## src/rtl/uart_pkg.sv

```systemverilog
// Shared types, constants and the baud-divisor helper for the 8N1 UART PHY.
package uart_pkg;

    localparam int UART_DATA_BITS = 8;
    localparam int UART_SYNC_STAGES = 2;

    typedef enum logic [1:0] {
        TX_IDLE,
        TX_START,
        TX_DATA,
        TX_STOP
    } tx_state_t;

    typedef enum logic [2:0] {
        RX_IDLE,
        RX_START,
        RX_DATA,
        RX_STOP,
        RX_WAIT_IDLE
    } rx_state_t;

    // Clock cycles per bit, rounded to the nearest integer.
    function automatic int uart_div(input int clk_freq, input int baud);
        return (clk_freq + baud / 2) / baud;
    endfunction

endpackage

```

## src/rtl/uart_phy_if.sv

```systemverilog
// Byte-level handshake between the UART register block (master) and the PHY (slave).
interface uart_phy_if;
    import uart_pkg::*;

    logic                      tx_write;
    logic [UART_DATA_BITS-1:0] tx_data;
    logic                      tx_busy;
    logic                      tx_finished;
    logic                      rx_ready;
    logic [UART_DATA_BITS-1:0] rx_data;
    logic                      rx_frame_err;

    modport master (
        output tx_write, tx_data,
        input  tx_busy, tx_finished, rx_ready, rx_data, rx_frame_err
    );

    modport slave (
        input  tx_write, tx_data,
        output tx_busy, tx_finished, rx_ready, rx_data, rx_frame_err
    );

endinterface

```

## src/rtl/uart_bit_timer.sv

```systemverilog
// Loadable down-counter; tick is high while the count sits at zero.
module uart_bit_timer #(
    parameter int WIDTH = 4
) (
    input  logic             clk,
    input  logic             reset,
    input  logic             load,
    input  logic [WIDTH-1:0] load_val,
    output logic             tick
);

    logic [WIDTH-1:0] count_reg;

    always_ff @(posedge clk or posedge reset) begin
        if (reset) begin
            count_reg <= '0;
        end else if (load) begin
            count_reg <= load_val;
        end else if (count_reg != '0) begin
            count_reg <= count_reg - WIDTH'(1);
        end
    end

    assign tick = (count_reg == '0);

endmodule

```

## src/rtl/uart_phy.sv

```systemverilog
// 8N1 UART transceiver: independent TX serialiser and RX deserialiser sharing one clock.
module uart_phy import uart_pkg::*; #(
    parameter int CLK_FREQ  = 12000000,
    parameter int UART_FREQ = 115200
) (
    input  logic       clk,
    input  logic       reset,
    input  logic       rx,
    output logic       tx,
    uart_phy_if.slave  bus
);

    localparam int DIV  = uart_div(CLK_FREQ, UART_FREQ);
    localparam int HALF = DIV / 2;
    localparam int CW   = $clog2(DIV);
    localparam int IW   = $clog2(UART_DATA_BITS);
    localparam logic [CW-1:0] DIV_LOAD  = CW'(DIV - 1);
    localparam logic [CW-1:0] HALF_LOAD = CW'(HALF - 1);
    localparam logic [IW-1:0] IDX_LAST  = IW'(UART_DATA_BITS - 1);

    if (DIV < 4) begin : g_bad_div
        $error("uart_phy: bit period must be at least 4 clock cycles");
    end

    // ---------------- TX ----------------
    tx_state_t                 tx_state_reg, tx_state_next;
    logic [UART_DATA_BITS-1:0] tx_shift_reg, tx_shift_next;
    logic [IW-1:0]             tx_idx_reg, tx_idx_next;
    logic                      tx_reg, tx_next;
    logic                      tx_load, tx_tick, tx_fin;

    uart_bit_timer #(.WIDTH(CW)) u_tx_timer (
        .clk      (clk),
        .reset    (reset),
        .load     (tx_load),
        .load_val (DIV_LOAD),
        .tick     (tx_tick)
    );

    always_ff @(posedge clk or posedge reset) begin
        if (reset) begin
            tx_state_reg <= TX_IDLE;
            tx_shift_reg <= '0;
            tx_idx_reg   <= '0;
            tx_reg       <= 1'b1;
        end else begin
            tx_state_reg <= tx_state_next;
            tx_shift_reg <= tx_shift_next;
            tx_idx_reg   <= tx_idx_next;
            tx_reg       <= tx_next;
        end
    end

    always_comb begin
        tx_state_next = tx_state_reg;
        tx_shift_next = tx_shift_reg;
        tx_idx_next   = tx_idx_reg;
        tx_load       = 1'b0;
        tx_fin        = 1'b0;
        case (tx_state_reg)
            TX_IDLE: begin
                if (bus.tx_write) begin
                    tx_shift_next = bus.tx_data;
                    tx_load       = 1'b1;
                    tx_state_next = TX_START;
                end
            end
            TX_START: begin
                if (tx_tick) begin
                    tx_load       = 1'b1;
                    tx_idx_next   = '0;
                    tx_state_next = TX_DATA;
                end
            end
            TX_DATA: begin
                if (tx_tick) begin
                    tx_load       = 1'b1;
                    tx_shift_next = tx_shift_reg >> 1;
                    if (tx_idx_reg == IDX_LAST) begin
                        tx_state_next = TX_STOP;
                    end else begin
                        tx_idx_next = tx_idx_reg + IW'(1);
                    end
                end
            end
            TX_STOP: begin
                if (tx_tick) begin
                    tx_fin        = 1'b1;
                    tx_state_next = TX_IDLE;
                end
            end
            default: tx_state_next = TX_IDLE;
        endcase
        // Pin level is registered from the upcoming state so the pad never glitches.
        tx_next = 1'b1;
        if (tx_state_next == TX_START) begin
            tx_next = 1'b0;
        end else if (tx_state_next == TX_DATA) begin
            tx_next = tx_shift_next[0];
        end
    end

    assign tx              = tx_reg;
    assign bus.tx_busy     = (tx_state_reg != TX_IDLE);
    assign bus.tx_finished = tx_fin;

    // ---------------- RX ----------------
    logic [UART_SYNC_STAGES-1:0] sync_reg;
    logic                        rxs;

    always_ff @(posedge clk or posedge reset) begin
        if (reset) begin
            sync_reg <= '1;
        end else begin
            sync_reg <= {sync_reg[UART_SYNC_STAGES-2:0], rx};
        end
    end

    assign rxs = sync_reg[UART_SYNC_STAGES-1];

    rx_state_t                 rx_state_reg, rx_state_next;
    logic [UART_DATA_BITS-1:0] rx_shift_reg, rx_shift_next;
    logic [UART_DATA_BITS-1:0] rx_data_reg, rx_data_next;
    logic [IW-1:0]             rx_idx_reg, rx_idx_next;
    logic                      rx_ready_reg, rx_ready_next;
    logic                      rx_err_reg, rx_err_next;
    logic                      rx_load, rx_tick;
    logic [CW-1:0]             rx_load_val;

    uart_bit_timer #(.WIDTH(CW)) u_rx_timer (
        .clk      (clk),
        .reset    (reset),
        .load     (rx_load),
        .load_val (rx_load_val),
        .tick     (rx_tick)
    );

    always_ff @(posedge clk or posedge reset) begin
        if (reset) begin
            rx_state_reg <= RX_IDLE;
            rx_shift_reg <= '0;
            rx_data_reg  <= '0;
            rx_idx_reg   <= '0;
            rx_ready_reg <= 1'b0;
            rx_err_reg   <= 1'b0;
        end else begin
            rx_state_reg <= rx_state_next;
            rx_shift_reg <= rx_shift_next;
            rx_data_reg  <= rx_data_next;
            rx_idx_reg   <= rx_idx_next;
            rx_ready_reg <= rx_ready_next;
            rx_err_reg   <= rx_err_next;
        end
    end

    always_comb begin
        rx_state_next = rx_state_reg;
        rx_shift_next = rx_shift_reg;
        rx_data_next  = rx_data_reg;
        rx_idx_next   = rx_idx_reg;
        rx_ready_next = 1'b0;
        rx_err_next   = 1'b0;
        rx_load       = 1'b0;
        rx_load_val   = DIV_LOAD;
        case (rx_state_reg)
            RX_IDLE: begin
                if (!rxs) begin
                    rx_load       = 1'b1;
                    rx_load_val   = HALF_LOAD;
                    rx_state_next = RX_START;
                end
            end
            RX_START: begin
                // Mid-start sample: a high level here was only a glitch.
                if (rx_tick) begin
                    if (rxs) begin
                        rx_state_next = RX_IDLE;
                    end else begin
                        rx_load       = 1'b1;
                        rx_idx_next   = '0;
                        rx_state_next = RX_DATA;
                    end
                end
            end
            RX_DATA: begin
                if (rx_tick) begin
                    rx_load       = 1'b1;
                    rx_shift_next = {rxs, rx_shift_reg[UART_DATA_BITS-1:1]};
                    if (rx_idx_reg == IDX_LAST) begin
                        rx_state_next = RX_STOP;
                    end else begin
                        rx_idx_next = rx_idx_reg + IW'(1);
                    end
                end
            end
            RX_STOP: begin
                if (rx_tick) begin
                    if (rxs) begin
                        rx_data_next  = rx_shift_reg;
                        rx_ready_next = 1'b1;
                        rx_state_next = RX_IDLE;
                    end else begin
                        rx_err_next   = 1'b1;
                        rx_state_next = RX_WAIT_IDLE;
                    end
                end
            end
            RX_WAIT_IDLE: begin
                if (rxs) begin
                    rx_state_next = RX_IDLE;
                end
            end
            default: rx_state_next = RX_IDLE;
        endcase
    end

    assign bus.rx_ready     = rx_ready_reg;
    assign bus.rx_data      = rx_data_reg;
    assign bus.rx_frame_err = rx_err_reg;

endmodule

```

## src/flat_wrapper.sv

```systemverilog
// flat-port wrapper written by rule: the top's interface ports become plain ports
module uart_phy_flat import uart_pkg::*;
#(
    parameter int CLK_FREQ  = 12000000,
    parameter int UART_FREQ = 115200
)
  (clk, reset, rx, tx, bus_tx_write, bus_tx_data, bus_tx_busy, bus_tx_finished, bus_rx_ready, bus_rx_data, bus_rx_frame_err);
  uart_phy_if bus_i ();
  input  logic clk;
  input  logic reset;
  input  logic rx;
  output logic tx;
  input wire logic [$bits(bus_i.tx_write)-1:0] bus_tx_write;
  input wire logic [$bits(bus_i.tx_data)-1:0] bus_tx_data;
  output wire logic [$bits(bus_i.tx_busy)-1:0] bus_tx_busy;
  output wire logic [$bits(bus_i.tx_finished)-1:0] bus_tx_finished;
  output wire logic [$bits(bus_i.rx_ready)-1:0] bus_rx_ready;
  output wire logic [$bits(bus_i.rx_data)-1:0] bus_rx_data;
  output wire logic [$bits(bus_i.rx_frame_err)-1:0] bus_rx_frame_err;
  assign bus_i.tx_write = bus_tx_write;
  assign bus_i.tx_data = bus_tx_data;
  assign bus_tx_busy = bus_i.tx_busy;
  assign bus_tx_finished = bus_i.tx_finished;
  assign bus_rx_ready = bus_i.rx_ready;
  assign bus_rx_data = bus_i.rx_data;
  assign bus_rx_frame_err = bus_i.rx_frame_err;
  uart_phy #(.CLK_FREQ(CLK_FREQ), .UART_FREQ(UART_FREQ)) u_core (.clk(clk), .reset(reset), .rx(rx), .tx(tx), .bus(bus_i));
endmodule
```

## config.mk

```make
export PLATFORM = sky130hd
export DESIGN_NAME = uart_phy_flat
export DESIGN_NICKNAME = d
export VERILOG_FILES = /design/src/rtl/uart_pkg.sv /design/src/rtl/uart_phy_if.sv /design/src/rtl/uart_bit_timer.sv /design/src/rtl/uart_phy.sv /design/src/flat_wrapper.sv
export SDC_FILE = /design/constraint.sdc
export NUM_CORES = 1
export LEC_CHECK = 0
export ABC_CLOCK_PERIOD_IN_PS = 2900
export CAP_MARGIN = 30
export CORE_MARGIN = 3
export CORE_UTILIZATION = 55
export CTS_BUF_LIST = sky130_fd_sc_hd__clkbuf_8
export DETAILED_ROUTE_END_ITERATION = 6
export MAX_ROUTING_LAYER = met4
export PLACE_DENSITY_LB_ADDON = 0.2
export REMOVE_ABC_BUFFERS = 1
export SLEW_MARGIN = 20
export SYNTH_ARGS = -nofsm -noshare
export SYNTH_HDL_FRONTEND = slang
export SYNTH_SLANG_ARGS = --single-unit
```

## constraint.sdc

```tcl
create_clock -name clk -period 2.9 [get_ports clk]
set_input_delay 0.29 -clock clk [delete_from_list [all_inputs] [get_ports clk]]
set_output_delay 0.29 -clock clk [all_outputs]
set_load 0.02 [all_outputs]
```

---- Word level (Yosys, flattened, before mapping) ----
Cells that the tools add are included.
cells by class
  eq/ne operators ......................... 23
  reductions and logical operators ........ 19
  add/sub/neg operators ................... 4
  multiplexer cells ....................... 47
operators with widths
  cell                   number
  $mux W3                14
  $mux W7                6
  $mux W8                2
  $pmux W8 S2            1
  $pmux W3 S5            1
  $logic_not A7 Y1       2
  $ne A2 B1 Y1 const B   7
  $reduce_bool A7 Y1     2
  $sub A7 B1 Y7 const B  2
  $mux W1                12
  $mux W2                6
  $pmux W3 S2            2
  $reduce_bool A2 Y1     6
  $ne A2 B2 Y1 const B   5
  $eq A3 B3 Y1 const B   3
  $pmux W2 S4            1
  $add A3 B1 Y3 const B  2
  $eq A2 B2 Y1 const B   3
  $eq A3 B2 Y1 const B   2
  $reduce_and A3 Y1      2
  $reduce_and A6 Y1      1
  $reduce_and A5 Y1      1
  $eq A2 B1 Y1 const B   2
  $reduce_and A4 Y1      1
  other kinds (7)        7
word-level totals
  logic and storage cells ................. 107
  register bits after elaboration ......... 54
  output and inout port bits .............. 13
  bits of input ports ..................... 12

---- Longest topological paths before layout ----
Gate-level depths: netlist of the first run.
  depth in word-level cells ............... 7
  depth in mapped cells ................... 9
  depth with buffers taken out ............ 7

---- Hierarchy ----
From an unflattened synthesis of the first run, not the netlist that was laid out.
second synthesis, totals
  cell total of the unflattened synthesis .. 255
  area, all modules ....................... 2,859.0 sq um
by module, submodules not included
  module          cells each  area an instance (sq um)  times used  seq. area each (sq um)
  uart_phy        161         1,943.1                   1           1,004.7
  uart_bit_timer  47          457.9                     2           175.2

---- Least setup slack after synthesis of the first run ----
Ideal clock, no wire load.
  path type ............................... register to register
  from .................................... register u_core.tx_state_reg[0]
  to ...................................... register u_core.tx_shift_reg[1]
  data required time ...................... 2.764 ns
  period minus slack after synthesis ...... 1.887 ns
  cell stages (with the launch flop) ...... 9
  arrival time ............................ 1.751 ns
  setup time .............................. 0.136 ns
  setup slack ............................. 1.013 ns
  path buffers ............................ 2
  cells stage by stage .................... dfrtp_1 > inv_1 > ha_1 > clkbuf_2 > inv_1 > nor2_1 > o2bb2ai_1 > clkbuf_1 > o21ai_0
on the way
  longest elaborated chain between the ends .. 3
  elaborated cells on any way between the ends .. 7
  those cells by class .................... eq/ne: 3; mux: 1; reduce/logical: 3
ends and longest elaborated chain
  what                                                     line            RTL
  start, declared                                          uart_phy.sv:26  tx_state_t tx_state_reg, tx_state_next;
  start signal, assigned                                   uart_phy.sv:47  tx_state_reg <= tx_state_next;
  $eq A2 B2 Y1 / $logic_not A2 Y1 (equally long branches)  uart_phy.sv:60  case (tx_state_reg)
  $ne A2 B1 Y1 (no source line) (tied with other cells)    -
  $reduce_and A3 Y1 (no source line)                       -
  end signal, assigned                                     uart_phy.sv:48  tx_shift_reg <= tx_shift_next;
  end, declared                                            uart_phy.sv:27  logic [UART_DATA_BITS-1:0] tx_shift_reg, tx_shift_next;
Several ways; a longest one is shown, not always the timed one.
A chain may end at the register's enable or synchronous reset.

---- Worst setup path after layout of the first run ----
  from .................................... register u_core.u_tx_timer.count_reg[0]
  to ...................................... output port bus_tx_finished
on the way
  longest elaborated chain between the ends .. 3
ends and longest elaborated chain
  what                    line                  RTL
  start, declared         uart_bit_timer.sv:12  logic [WIDTH-1:0] count_reg;
  start signal, assigned  uart_bit_timer.sv:18  count_reg <= load_val;
  start signal, assigned  uart_bit_timer.sv:20  count_reg <= count_reg - WIDTH'(1);
  $logic_not A7 Y1        uart_bit_timer.sv:24  assign tick = (count_reg == '0);
  $mux W1                 uart_phy.sv:87        if (tx_tick) begin
  $mux W1                 uart_phy.sv:60
  end, declared           flat_wrapper.sv:16    output wire logic [$bits(bus_i.tx_finished)-1:0] bus_tx_finished;
No other way between the ends.

==> results.toml, run 1 <==
[power_and_ir_drop]
peakVddDrop_mv = 0.3397
power_switching_w = 0.0002879
p_per_area_nw_per_um2 = 411.9
power_frac_clock = 0.355
intPower_w = 0.0009552
switching_share = 0.2316
seqPwrFrac = 0.614
cellLeakagePower_nw = 1.418
combPwrFrac = 0.031

[worst_setup_path]
crit_fanout = 4
regToRegStartpoint = "u_core.tx_state_reg[0]$_DFF_PP0_"
slowest_stage = "clkdlybuf4s50_1"
cp_slowest_stage_delay_ns = 0.60
cp.arrival_ns = 2.15
cp.depth = 5
r2r_end = "u_core.tx_shift_reg[5]$_DFFE_PP0P_"
cp-start-kind = "flop"
crit_path_start = "u_core.u_tx_timer.count_reg[0]$_DFFE_PP0P_"
worstSetupEndpoint = "bus_tx_finished"
critPathCaptureType = "primary output"
r2r_setup_slack_ns = 0.71
crit_type = "reg -> out"
path_buf_inv = 2
critical_path.top_delay_family = "buffers and inverters"
cp.required_ns = 2.61
worst-r2r-cell-count = 5
path_cells = "inv_1 -> ha_1 -> nor3b_1 -> and3_1 -> clkdlybuf4s50_1"

[detailed_routing]
viasPerCell = 5.639
drtPass1Iterations = 4
drc = 0
wl_met1_mm = 2.275
drt-total-wl_mm = 4.565
route.met3.wl_um = 160
dr_total_vias = 1827
wl_per_cell_um = 14.09
wl_met2_mm = 2.097
drtIter0Drc = 98
antenna_left = 0
top_layer_used = "met4"

[clock_network]
clockBufferDepth = 2
clk_latency_ns = 0.31
ctsResizeCount = 0
cts.htree.levels = 2
root_buffer = "clkbuf_8"
cts_tree = "yes"
numCtsBuffers = 5
clk_pin_slew_ns = 0.11
cts_sinks = 54
ctsHoldBuffers = 0
post_cts_buffers = 0

[placed_design]
gp_congestion = 0.8727
post-place-ws_ns = 0.7097
hpwl_mm = 3.252
port_buffers = 24

[sta]
finalCritPeriodShare = 0.8422
timing.setup.tns_ns = 0
report.final.slew_viol_count = 0
whs_ns = 0.3058
fin_ws_ns = 0.4576
setup_violations = 0
fmax_mhz = 409.4
hold_viol_final = 0
period_needed_ns = 2.442
worstMarginPinSlew_ns = 0.8192
skew_ns = 0.01602
rsz0062_at_grt = "no"
max_slew_margin = 0.4539

[synthesis]
yosysWarnings = 0
async_reset_ff_frac = 1.000
yosys_most_used_dff = "dfrtp_1"
netlist_instances = 247
synth_area_per_cell_um2 = 10.71
synth_edf_count = 0
synth_area_leaders = "dfrtp_1, mux2_2, ha_1"
seq_area_frac_synth = 0.5121
synth.cell_area_um2 = 2646
ys_ff_latch = 54
ys_types = 45
yosysTopAreaCell = "dfrtp_1"
yosysTopAreaCellShare = 0.4823

[floorplanning]
io_pins = 25
die_h_um = 75.37
fp-row-count = 24
die_w_um = 75.37
die-area_um2 = 5680
core_um2 = 4504
initial_core_util = 0.5875

[worst_hold_path]
hold_path_class = "in -> async"

[global_routing]
grt_max_degree = 25
antenna_found_initial = 0
grt_pass1_wl_mm = 7.962
grt_pass1_vias = 1688
track_usage = 0.1874
gr-total-overflow = 0

[cells_and_area]
finalNetCount = 294
n_antenna_cell = 0
layout-drive-gt1-share = 0.1544
area_growth_pct = 14.04

[status]
status = "complete, no violations"

[flow_run]
drv_cap = 0
worst min-delay path by stage:
stage	start	end	slack (ns)	cells past startpoint
final	reset	u_core.u_rx_timer.count_reg[3]$_DFFE_PP0P_	0.31	2
after global routing	reset	u_core.tx_shift_reg[6]$_DFFE_PP0P_	0.36	2
after CTS	reset	u_core.tx_shift_reg[7]$_DFFE_PP0P_	0.32	2
after detailed placement	u_core.sync_reg[0]$_DFF_PP1_	u_core.sync_reg[1]$_DFF_PP1_	0.36	0
after global placement	u_core.sync_reg[0]$_DFF_PP1_	u_core.sync_reg[1]$_DFF_PP1_	0.35	0
after floorplan	rx	u_core.sync_reg[0]$_DFF_PP1_	0.29	0
power groups by stage:
stage	clock network (W)	logic [W]	registers, W
floorplan	0	0.0000173	0.000777
global placement	0	0.0000395	0.000778
detailed placement	0	0.0000405	0.000777
CTS	0.000448	0.0000406	0.000763
global route	0.000485	0.0000445	0.000764
finish	0.000441	0.0000391	0.000763
per-stage QoR:
stage | area, um^2 | util | instances | power [W]
floorplan | 2595 | - | 237 | 0.0007938
global placement | 2923 | 0.6489 | 316 | 0.0008170
detailed placement | 2923 | 0.6489 | 316 | 0.0008179
CTS | 3018 | 0.6700 | 324 | 0.001252
global route | 3018 | 0.6700 | 324 | 0.001294
finish | 3018 | 0.6700 | 324 | 0.001243
layout by cell type, fill, tap and decap left out, types with 2 or more instances in the layout:
master	n
a32oi_1	6
o2bb2ai_1	2
buf_4	3
mux2_2	19
xnor2_1	6
nor3b_1	2
ha_1	11
nor2_1	16
dfrtp_1	51
clkbuf_8	5
nor2b_1	2
nand3_1	3
dfstp_2	3
a21o_1	2
clkdlybuf4s50_1	24
nor4_1	4
and2_1	3
nand2_1	32
nor3_1	5
mux2i_1	3
a31oi_1	2
inv_1	12
xor2_1	2
nand2_4	2
inv_6	2
a22o_1	3
a311oi_1	2
a21oi_1	10
nand2b_1	3
o21ai_0	14
or3_1	2
per-layer routing:
metal  vias to the layer above  track usage
li1                        916            -
met1                       877       0.2611
met2                        30       0.2848
met3                         4      0.04485
met4                         0      0.03495
met5                         -            -
cell usage after synthesis, types with 2 or more instances:
library cell / number
and2_1: 3
nand2_1: 32
nand3_1: 3
nand2b_1: 3
clkbuf_1: 5
buf_4: 3
a31oi_1: 2
mux2i_1: 3
ha_1: 11
xnor2_1: 6
dfstp_2: 3
nand2_4: 2
o2bb2ai_1: 2
o21ai_0: 14
nor3_1: 5
a32oi_1: 6
a21oi_1: 10
nor2b_1: 2
nor3b_1: 2
nor4_1: 4
a311oi_1: 2
inv_1: 13
nor2_1: 16
mux2_2: 19
or3_1: 2
a22o_1: 3
xor2_1: 2
dfrtp_1: 51
a21o_1: 2
area by class of cell:
| class | instances | area (um^2) |
|---|---|---|
| multi-input cells | 170 | 1191 |
| repair buffers | 27 | 262.8 |
| well taps | 52 | 65.06 |
| inverters | 13 | 48.80 |
| fillers | 351 | 1486 |
| clock buffers | 5 | 68.82 |
| flip-flops and latches | 54 | 1355 |
| clock inverters | 3 | 26.28 |
cells by family (layout without fill, tap and decap cells):
family	Yosys count	in the layout	synth area share
AOI/OAI and AO/OA	48	48	0.1215
xor gates and xnor gates	8	8	0.02648
adders and majority gates	11	11	0.05201
buffers and inverters	23	48	0.03782
DFF	54	54	0.5121
muxes	22	22	0.09220
and+or+nand+nor	81	81	0.1579
No activity file was read; power rests on OpenSTA's default activity.
==> run 2, diff against run 1 <==
--- a/config.mk
+++ b/config.mk
@@ -5,7 +5,7 @@
 export SDC_FILE = /design/constraint.sdc
 export NUM_CORES = 1
 export LEC_CHECK = 0
-export ABC_CLOCK_PERIOD_IN_PS = 2900
+export ABC_CLOCK_PERIOD_IN_PS = 2300
 export CAP_MARGIN = 30
 export CORE_MARGIN = 3
 export CORE_UTILIZATION = 55
==> constraint.sdc (replaced) <==
create_clock -name clk -period 2.3 [get_ports clk]
set_input_delay 0.23 -clock clk [delete_from_list [all_inputs] [get_ports clk]]
set_output_delay 0.23 -clock clk [all_outputs]
set_load 0.02 [all_outputs]
==> run 2 against run 1 <==
Cell count is 1.2% higher. Combinational power is 34% higher. Clock power is 24% higher. Core utilization is 1.4 points higher. Critical path depth is 1 lower. Hold slack worse by 0.031 ns. Routed wire length is 5.9% higher. Total power is 26% higher. Non-clock buffer count is 4 higher. Critical path type unchanged. Critical endpoint is now bus_tx_busy. Largest power group unchanged.
==> results.toml, run 2 (synthesis results as in run 1) <==
[status]
status = "complete, no violations"

[detailed_routing]
antenna_left = 0
drt-total-wl_mm = 4.835
drc = 0
drtPass1Iterations = 6
dr_total_vias = 1881
wl_per_cell_um = 14.74
viasPerCell = 5.735
drtIter0Drc = 137

[global_routing]
grt_max_degree = 27
met3_usage = 0.04354
grt_pass1_vias = 1862
grt_pass1_wl_mm = 8.500
gr-total-overflow = 0
track_usage = 0.2009
met1_usage = 0.2643
use_met2 = 0.3154
grt_most_used_layer = "met2"
antenna_found_initial = 0

[worst_setup_path]
cp_common_cell = "inv_1"
path_cells = "inv_1 -> ha_1 -> inv_1 -> clkdlybuf4s50_1"
regToRegStartpoint = "u_core.u_tx_timer.count_reg[1]$_DFFE_PP0P_"
critical_path.top_delay_family = "buffers and inverters"
critPathCaptureType = "primary output"
cp.arrival_ns = 1.90
cp-start-kind = "flop"
cp_slowest_stage_delay_ns = 0.61
crit_type = "reg -> out"
cp.required_ns = 2.07
worst-r2r-cell-count = 8
r2r_end = "u_core.tx$_DFF_PP1_"
path_buf_inv = 3
r2r_setup_slack_ns = 0.28
crit_fanout = 8
slowest_stage = "clkdlybuf4s50_1"

[sta]
skew_ns = 0.008450
finalCritPeriodShare = 0.9251
timing.setup.tns_ns = 0
whs_ns = 0.2751
hold_viol_final = 0
rsz0062_at_grt = "no"
setup_violations = 0
worstMarginPinSlew_ns = 0.5669
max_slew_margin = 0.6215
fmax_mhz = 470.0
report.final.slew_viol_count = 0
period_needed_ns = 2.128

[clock_network]
post_cts_buffers = 0
numCtsBuffers = 5
clockBufferDepth = 2
ctsHoldBuffers = 0
cts_sinks = 54
cts.htree.levels = 2
clk_latency_ns = 0.31
root_buffer = "clkbuf_8"
clk_pin_slew_ns = 0.11
cts_tree = "yes"

[cells_and_area]
area_growth_pct = 16.36
layout-drive-gt1-share = 0.1739
fillers = 335
final_cell_mix = "dfrtp_1, nand2_1, clkdlybuf4s50_1, mux2_2, nor2_1"
final_common_cell = "dfrtp_1"
finalNetCount = 298
design_area_um2 = 3079
n_antenna_cell = 0

[worst_hold_path]
hold_path_class = "in -> async"

[power_and_ir_drop]
p_per_area_nw_per_um2 = 507.6
peakVddDrop_mv = 0.4753
intPower_w = 0.001202
seqPwrFrac = 0.616
power_frac_clock = 0.351
combPwrFrac = 0.034
switching_share = 0.2308
cellLeakagePower_nw = 1.461
power_switching_w = 0.0003608

[floorplanning]
io_pins = 25
die_w_um = 75.37
die-area_um2 = 5680
core_um2 = 4504
die_h_um = 75.37
fp-row-count = 24
initial_core_util = 0.5875

[placed_design]
gp_congestion = 0.8860
port_buffers = 24
hpwl_mm = 3.450
placed_cell_area_um2 = 2965

[flow_run]
drv_cap = 0
-- run 2: cell count changes in the layout (fill, tap and decap cells not counted) --
| cell | delta |
|---|---|
| nor3b_4 | +1 |
| buf_12 | +1 |
| o2bb2ai_2 | +1 |
| clkinvlp_4 | +1 |
| o2bb2ai_1 | -1 |
| clkdlybuf4s50_1 | -1 |
| inv_6 | -1 |
| buf_4 | +3 |
| dlymetal6s2s_1 | +1 |
| nor3b_1 | -1 |
-- run 2: layout make-up --
class | count | area [um^2] | share of cell area
inverter | 13 | 48.80 | 0.01585
multi-input combinational | 170 | 1209 | 0.3925
sequential | 54 | 1355 | 0.4401
clock inverter | 3 | 25.02 | 0.008127
clock buffer | 5 | 68.82 | 0.02235
tap | 52 | 65.06 | 0.02113
timing repair buffer | 31 | 307.8 | 0.09996
-- run 2: routing by layer --
| metal | share of wire | up-vias | wire, um |
|---|---|---|---|
| met5 | 0 | - | 0 |
| met4 | 0.013 | 0 | 64 |
| met3 | 0.032 | 7 | 155 |
| met2 | 0.47 | 34 | 2269 |
| met1 | 0.49 | 918 | 2345 |
| li1 | - | 922 | - |
-- run 2: worst reg2reg max path: stages, from the launching register on --
cell and delay [ns]:
dfrtp_1 0.38, inv_1 0.05, ha_1 0.21, nor3b_4 0.18
and2_1 0.22, buf_4 0.20, a311oi_2 0.32, nand4_1 0.13
mux2_2 0.27
-- run 2: worst max path at each step --
stage                                                    start             endpoint  slack, ns  depth (start not counted)
floorplan           u_core.u_tx_timer.count_reg[0]$_DFFE_PP0P_  u_core.tx$_DFF_PP1_       0.23                          7
global placement    u_core.u_tx_timer.count_reg[0]$_DFFE_PP0P_  u_core.tx$_DFF_PP1_       0.30                          7
detailed placement  u_core.u_tx_timer.count_reg[0]$_DFFE_PP0P_  u_core.tx$_DFF_PP1_       0.20                          7
CTS                 u_core.u_tx_timer.count_reg[0]$_DFFE_PP0P_      bus_tx_finished       0.04                          5
global route                  u_core.tx_state_reg[0]$_DFF_PP0_          bus_tx_busy       0.09                          4
finish                        u_core.tx_state_reg[0]$_DFF_PP0_          bus_tx_busy       0.17                          4
-- run 2: timing repair --
item,CTS,global route
setup endpoints to repair,1,2
endpoints found under the hold margin,0,0
gates resized for setup,1,3
gates cloned,0,0
-- run 2: power by group through the flow --
| stage | clock (W) | sequential, W | combinational [W] |
|---|---|---|---|
| 2_1_floorplan | 0 | 0.000979 | 0.0000219 |
| 3_3_place_gp | 0 | 0.000980 | 0.0000525 |
| 3_5_place_dp | 0 | 0.000981 | 0.0000543 |
| 4_1_cts | 0.000563 | 0.000962 | 0.0000542 |
| 5_1_grt | 0.000607 | 0.000963 | 0.0000587 |
| 6_report | 0.000548 | 0.000962 | 0.0000525 |
-- run 2: stage by stage --
stage | setup WS [ns] | std cells | power, W | util
after global routing | 0.08879 | 328 | 0.001629 | 0.6836
after floorplan | 0.2331 | 237 | 0.001001 | -
after CTS | 0.03599 | 328 | 0.001580 | 0.6803
after global placement | 0.2971 | 320 | 0.001033 | 0.6583
after detailed placement | 0.2000 | 320 | 0.001035 | 0.6583
final | 0.1723 | 328 | 0.001563 | 0.6836
